--- src/rtl/axi_gp_initiator.sv ---
// Single-beat AXI3 initiator: turns one 32-bit command at a time into an
// AW/W/B write or AR/R read and reports the outcome as a one-cycle pulse.
module axi_gp_initiator #(
   parameter logic [11:0] AXI_ID = 12'h0
) (
   input  logic        aclk,
   input  logic        arst,
   // command side
   input  logic [31:0] cmd_addr,
   input  logic [31:0] cmd_wdata,
   input  logic [3:0]  cmd_wstb,
   input  logic        cmd_wr,
   input  logic        cmd_valid,
   output logic        cmd_ready,
   output logic [31:0] resp_data,
   output logic [2:0]  resp_status,
   output logic        resp_valid,
   // write address
   output logic [11:0] awid,
   output logic [31:0] awaddr,
   output logic [3:0]  awlen,
   output logic [1:0]  awsize,
   output logic [1:0]  awburst,
   output logic        awvalid,
   input  logic        awready,
   // write data
   output logic [11:0] wid,
   output logic [31:0] wdata,
   output logic [3:0]  wstb,
   output logic        wlast,
   output logic        wvalid,
   input  logic        wready,
   // write response
   input  logic [1:0]  bresp,
   input  logic [11:0] bid,
   input  logic        bvalid,
   output logic        bready,
   // read address
   output logic [11:0] arid,
   output logic [31:0] araddr,
   output logic [3:0]  arlen,
   output logic [1:0]  arsize,
   output logic [1:0]  arburst,
   output logic        arvalid,
   input  logic        arready,
   // read data
   input  logic [31:0] rdata,
   input  logic [1:0]  rresp,
   input  logic [11:0] rid,
   input  logic        rlast,
   input  logic        rvalid,
   output logic        rready
);

   typedef enum logic [2:0] {
      IDLE    = 3'd0,
      WR      = 3'd1,
      WR_RESP = 3'd2,
      RD_ADDR = 3'd3,
      RD_DATA = 3'd4
   } state_t;

   state_t      state_q;
   logic        awvalid_q, wvalid_q, arvalid_q;
   logic [31:0] addr_q, wdata_q;
   logic [3:0]  wstb_q;
   logic        resp_valid_q;
   logic [31:0] resp_data_q;
   logic [2:0]  resp_status_q;
   logic        aw_fin, w_fin;

   // A channel counts as finished once its valid is gone or is being taken now
   always_comb begin
      aw_fin = !awvalid_q || awready;
      w_fin  = !wvalid_q  || wready;
   end

   // Transaction FSM: one command in flight, all AXI valids and results registered
   always_ff @(posedge aclk or posedge arst) begin
      if (arst) begin
         state_q       <= IDLE;
         awvalid_q     <= 1'b0;
         wvalid_q      <= 1'b0;
         arvalid_q     <= 1'b0;
         addr_q        <= 32'h0;
         wdata_q       <= 32'h0;
         wstb_q        <= 4'h0;
         resp_valid_q  <= 1'b0;
         resp_data_q   <= 32'h0;
         resp_status_q <= 3'h0;
      end else begin
         resp_valid_q <= 1'b0;
         case (state_q)
            IDLE: begin
               if (cmd_valid) begin
                  // byte-lane bits are not carried: every access is word aligned
                  addr_q <= cmd_addr & 32'hFFFF_FFFC;
                  if (cmd_wr) begin
                     wdata_q   <= cmd_wdata;
                     wstb_q    <= cmd_wstb;
                     awvalid_q <= 1'b1;
                     wvalid_q  <= 1'b1;
                     state_q   <= WR;
                  end else begin
                     arvalid_q <= 1'b1;
                     state_q   <= RD_ADDR;
                  end
               end
            end
            WR: begin
               // AW and W retire independently; move on when both are done
               if (awvalid_q && awready) awvalid_q <= 1'b0;
               if (wvalid_q && wready)   wvalid_q  <= 1'b0;
               if (aw_fin && w_fin)      state_q   <= WR_RESP;
            end
            WR_RESP: begin
               if (bvalid) begin
                  resp_valid_q  <= 1'b1;
                  resp_data_q   <= 32'h0;
                  resp_status_q <= {bid != AXI_ID, bresp};
                  state_q       <= IDLE;
               end
            end
            RD_ADDR: begin
               if (arready) begin
                  arvalid_q <= 1'b0;
                  state_q   <= RD_DATA;
               end
            end
            RD_DATA: begin
               if (rvalid) begin
                  resp_valid_q  <= 1'b1;
                  resp_data_q   <= rdata;
                  resp_status_q <= {(rid != AXI_ID) || !rlast, rresp};
                  state_q       <= IDLE;
               end
            end
            default: state_q <= IDLE;
         endcase
      end
   end

   assign cmd_ready   = (state_q == IDLE);
   assign bready      = (state_q == WR_RESP);
   assign rready      = (state_q == RD_DATA);
   assign resp_valid  = resp_valid_q;
   assign resp_data   = resp_data_q;
   assign resp_status = resp_status_q;

   assign awid    = AXI_ID;
   assign awaddr  = addr_q;
   assign awlen   = 4'h0;
   assign awsize  = 2'b10;
   assign awburst = 2'b01;
   assign awvalid = awvalid_q;

   assign wid     = AXI_ID;
   assign wdata   = wdata_q;
   assign wstb    = wstb_q;
   assign wlast   = 1'b1;
   assign wvalid  = wvalid_q;

   assign arid    = AXI_ID;
   assign araddr  = addr_q;
   assign arlen   = 4'h0;
   assign arsize  = 2'b10;
   assign arburst = 2'b01;
   assign arvalid = arvalid_q;

endmodule

--- config.mk ---
export PLATFORM = sky130hd
export DESIGN_NAME = axi_gp_initiator
export DESIGN_NICKNAME = d
export VERILOG_FILES = /design/src/rtl/axi_gp_initiator.sv
export SDC_FILE = /design/constraint.sdc
export NUM_CORES = 1
export LEC_CHECK = 0
export CAP_MARGIN = 15
export CORE_AREA = 5 5 129 131
export CTS_CLUSTER_SIZE = 10
export DETAILED_ROUTE_END_ITERATION = 10
export DIE_AREA = 0 0 134 136
export PLACE_DENSITY = 0.77
export SYNTH_ARGS = -nofsm -noshare
export SYNTH_HDL_FRONTEND = slang
export SYNTH_SLANG_ARGS = --single-unit
--- constraint.sdc ---
create_clock -name aclk -period 3 [get_ports aclk]
set_input_delay 0.3 -clock aclk [delete_from_list [all_inputs] [get_ports aclk]]
set_output_delay 0.3 -clock aclk [all_outputs]
set_load 0.01 [all_outputs]
Word level (Yosys, flattened, before mapping). Cells that the tools add are included. W data, S select, Z words.

Equal/unequal tests: 13. Muxes and demuxes: 26. Reductions and logical operators: 22.

Operator list (number): $mux W32 (2); $pmux W32 S2 (1); $reduce_bool A12 Y1 (2); $mux W3 (7); $ne A2 B2 Y1 const B (9); $pmux W3 S5 (1); $reduce_and A4 Y1 (3); $mux W1 (9); $pmux W1 S2 (4); $eq A3 B2 Y1 const B (2); $pmux W3 S2 (1); $reduce_and A3 Y1 (2); $reduce_bool A2 Y1 (3); $reduce_and A5 Y1 (1); $eq A3 B1 Y1 const B (1); $eq A3 B3 Y1 const B (1); $logic_and A1 B1 Y1 (3); $logic_not A1 Y1 (3); $logic_not A3 Y1 (1); $logic_or A1 B1 Y1 (3); $mux W2 (1); $reduce_and A2 Y1 (1).

Flip-flop bits (word level): 108. Word-level logic and storage cells: 71.

Depth between registers and ports, before layout.
Depth in word-level cells: 5. Gate-level depth with buffers: 7. Depth with buffers taken out: 4.

Worst setup path before layout. No wires, ideal clock.

Kind: reg-to-reg. Start: reg state_q[1]. End: reg addr_q[10] (netlist: araddr[10]). Data arrival time: 1.538 ns. Setup slack: 1.338 ns. Stages on the path, launching flop included: 6. Buffers on the path: 2. Period minus slack after synthesis: 1.662 ns. Cells stage by stage: dfrtp_1 -> nor3_2 -> and2_1 -> buf_2 -> buf_2 -> mux2_2.

Cells in the longest elaborated chain, start to end: 2.

RTL lines: start: declaration (line 63) `state_t state_q;`; start signal: assignment (line 81) `state_q <= IDLE;`; start signal: assignment (line 103) `state_q <= WR;`; start signal: assignment (line 106) `state_q <= RD_ADDR;`; $logic_not A3 Y1; named net cmd_ready (line 14) `output logic cmd_ready,`; $reduce_and A2 Y1 (no source line); end signal: assignment (line 97) `addr_q <= cmd_addr & 32'hFFFF_FFFC;`; end: declaration (line 65) `logic [31:0] addr_q, wdata_q;`.

The timed path passes the listed nets, and every way through them passes these cells. A chain may end at the register's enable or synchronous reset.

Worst setup path in the final report.
Start: reg state_q[0]. End: out rready.

Cells in the longest elaborated chain, start to end: 1.

RTL lines: $eq A3 B3 Y1 (line 145) `assign rready = (state_q == RD_DATA);`; end: declaration (line 52) `output logic rready`.

No other way between the ends.

==> results.yml <==
critical_path:
  path_max_fanout: 14
  startpoint: "state_q[0]"
  regToRegSetupSlack_ns: 1.06
  cp.arrival_ns: 2.05
  r2r-start: "state_q[0]"
  crit_type: "register to primary output"
  crit_path_end_kind: "primary output"
  worstReg2RegEnd: "wdata[3]"
  crit_path_start_kind: "register"
  required_ns: 2.70
  endpoint: "rready"
  r2r_cells: 4
sta:
  min_period_ns: 2.35
  fmax_ghz: 0.425
  whs_ns: 0.469
  timing.setup.tns_ns: 0
  worst_slew_pin_slew_ns: 0.667
  post-route-period-util_pct: 78.4
  relSlewSlack_pct: 55.5
  rsz0062_at_grt: "no"
  slew_violations: 0
  setup_viol: 0
  final-hold-violation-count: 0
  fin_worst_skew_ns: 0.00922
route:
  via_per_inst: 4.35
  wl_per_cell_um: 16.9
  dr.pass1.iters: 4
  routed_wl_um: 13600
  vias: 3497
  drc_errors: 0
  drt_first_iter_violations: 87
  ant_nets: 0
die:
  start_util_pct: 32.1
  die_w_um: 134
  die-area_um2: 18200
  die_h_um: 136
  num_io_pins: 333
  core_area_um2: 15500
  num_rows: 46
global_route:
  grt_max_degree: 109
  grt_pass1_wl_um: 20100
  grt_pass1_vias: 3768
  grt.total_usage_pct: 14.0
  antenna_found_initial: 0
  grt_overflow: 0
logic_synthesis:
  async_flop_share_pct: 100
  netlist_area_um2: 4980
  syn_area_per_cell_um2: 13.5
  yosysMostFrequentCell: "dfrtp_1"
  seq_area_frac_synth_pct: 54.3
  syn_inst: 369
  synth_area_leaders: "dfrtp_1 (54%), buf_4 (13%), mux2_4 (9.0%), mux2_2 (8.1%), a22o_1 (5.6%)"
  ys_seq_elements: 108
  ys.warnings.count: 0
  yosys.area.top_type: "dfrtp_1"
  ys_types: 34
  synth_edf_count: 0
  synthFlopType: "dfrtp_1"
  yosysTopAreaCellShare_pct: 54.3
  synth.top_cells.by_count: "dfrtp_1 (108), buf_4 (87), mux2_2 (36), a22o_1 (32), mux2_4 (30)"
final_layout:
  design_area_um2: 7710
  diodes: 0
  fin_nets: 745
  finalNonFillerCells: 804
  n_fill_cell: 1347
  drive_gt1_share_pct: 14.7
  fin_util_pct: 49.8
  syn2layout_area_growth_pct: 54.9
power_and_ir_drop:
  leakagePower_nw: 3.41
  power_density_nw_per_um2: 991
  p_sw_share_pct: 31.2
  switching_power_mw: 2.38
  comb_power_share_pct: 49.4
  vdd_drop_max_uv: 480
  pwr-share-seq_pct: 34.7
  p_int_mw: 5.26
  p_clk_share_pct: 15.9
cts:
  post_cts_buffers: 0
  cts_max_path_buffers: 2
  cts.sinks: 108
  cts_hold_buffers: 0
  cts_buffers: 9
  tritoncts: "built"
  root_buffer: "clkbuf_16"
  clk_latency_ns: 0.34
  post_cts_resized: 0
  htreeDepth: 3
  clk_pin_slew_ns: 0.07
placement:
  place_inst: 788
  gp_congestion: 0.788
  io_buffers: 273
  dp_hpwl_um: 10800
  postPlaceCellArea_um2: 7400
min_path:
  min_path_type: "primary input to async pin"
flow_run:
  cap_violations: 0
status:
  outcome: "completed"
state kept, by name, indices dropped and copies added (netlist names):
| signal | count |
|---|---|
| resp_data | 32 |
| wdata | 32 |
| araddr | 30 |
| wstb | 4 |
| resp_status | 3 |
| state_q | 3 |
| arvalid | 1 |
| awvalid | 1 |
| resp_valid | 1 |
| wvalid | 1 |
power by group through the flow:
| stage | Combinational, mW | Sequential, mW | Clock, mW |
|---|---|---|---|
| global route | 3.97 | 2.75 | 1.31 |
| CTS | 3.84 | 2.67 | 1.26 |
| floorplan | 1.63 | 2.90 | 0 |
| global placement | 3.77 | 2.64 | 0 |
| detailed placement | 3.84 | 2.67 | 0 |
| finish | 3.77 | 2.65 | 1.21 |
final cells by class:
| class | count | area (µm²) | share of cell area, % |
|---|---|---|---|
| flip-flops and latches | 108 | 2700 | 35.1 |
| clock buffers | 11 | 253 | 3.28 |
| clock inverters | 5 | 60.1 | 0.779 |
| inverters | 4 | 20.0 | 0.260 |
| multi-input cells | 208 | 1670 | 21.6 |
| repair buffers | 276 | 2770 | 35.9 |
| well taps | 192 | 240 | 3.12 |
placed cells by master, fill, tap and decap left out, types with 2 or more instances in the layout:
| cell type | Yosys | layout |
|---|---|---|
| clkdlybuf4s50_1 | 0 | 273 |
| nor2_1 | 6 | 6 |
| inv_1 | 3 | 2 |
| clkinvlp_4 | 0 | 2 |
| dfrtp_1 | 108 | 108 |
| nand2_1 | 9 | 9 |
| buf_4 | 87 | 2 |
| a22o_1 | 32 | 32 |
| o21ai_0 | 7 | 7 |
| clkbuf_8 | 0 | 2 |
| clkinv_2 | 1 | 2 |
| a31oi_1 | 3 | 3 |
| conb_1 | 2 | 57 |
| mux2i_1 | 2 | 2 |
| mux2_4 | 30 | 30 |
| clkbuf_16 | 0 | 9 |
| clkinv_4 | 0 | 2 |
| mux2_2 | 36 | 36 |
| o22ai_1 | 2 | 2 |
| nor4_1 | 5 | 5 |
| nand3b_1 | 3 | 3 |
| nand2b_1 | 3 | 3 |
critical path, cell delays in order, from the launching register on:
cell	delay, ns
dfrtp_1	0.52
or3b_1	0.55
clkinv_2	0.09
clkdlybuf4s50_1	0.55
worst min-delay path by stage:
stage	start	endpoint	slack (ns)	cells after the start
global placement	resp_status[0]	resp_status[0]	0.47	2
global route	arvalid	arvalid	0.51	1
detailed placement	resp_status[0]	resp_status[0]	0.48	2
floorplan	rvalid	state_q[2]	0.41	1
finish	arst	wdata[26]	0.47	3
CTS	resp_status[0]	resp_status[0]	0.49	2
layer usage:
layer  vias to the layer above  global-route usage [%]  wire length, µm
li1                       1611                       -                -
met1                      1679                    14.7             4770
met2                       188                    26.5             7340
met3                        19                    3.74             1200
met4                         0                    5.77              287
met5                         -                       0                0
kinds of logic (layout without fill, tap and decap cells):
logic type / Yosys count / count (layout) / synth area share [%]
AND/OR/NAND/NOR: 34 / 34 / 3.85
other: 2 / 57 / 0.151
multiplexers: 68 / 68 / 17.6
flip-flops: 108 / 108 / 54.3
buffers and inverters: 108 / 296 / 16.4
AO/OA/AOI/OAI: 49 / 49 / 7.74
per-stage QoR:
step	power (mW)	setup WS (ns)
after CTS	7.76	0.617
after global routing	8.04	0.551
after detailed placement	6.50	0.948
final	7.64	0.648
after global placement	6.40	0.985
after floorplan	4.52	1.34
Power figures use the tool's default switching activity.
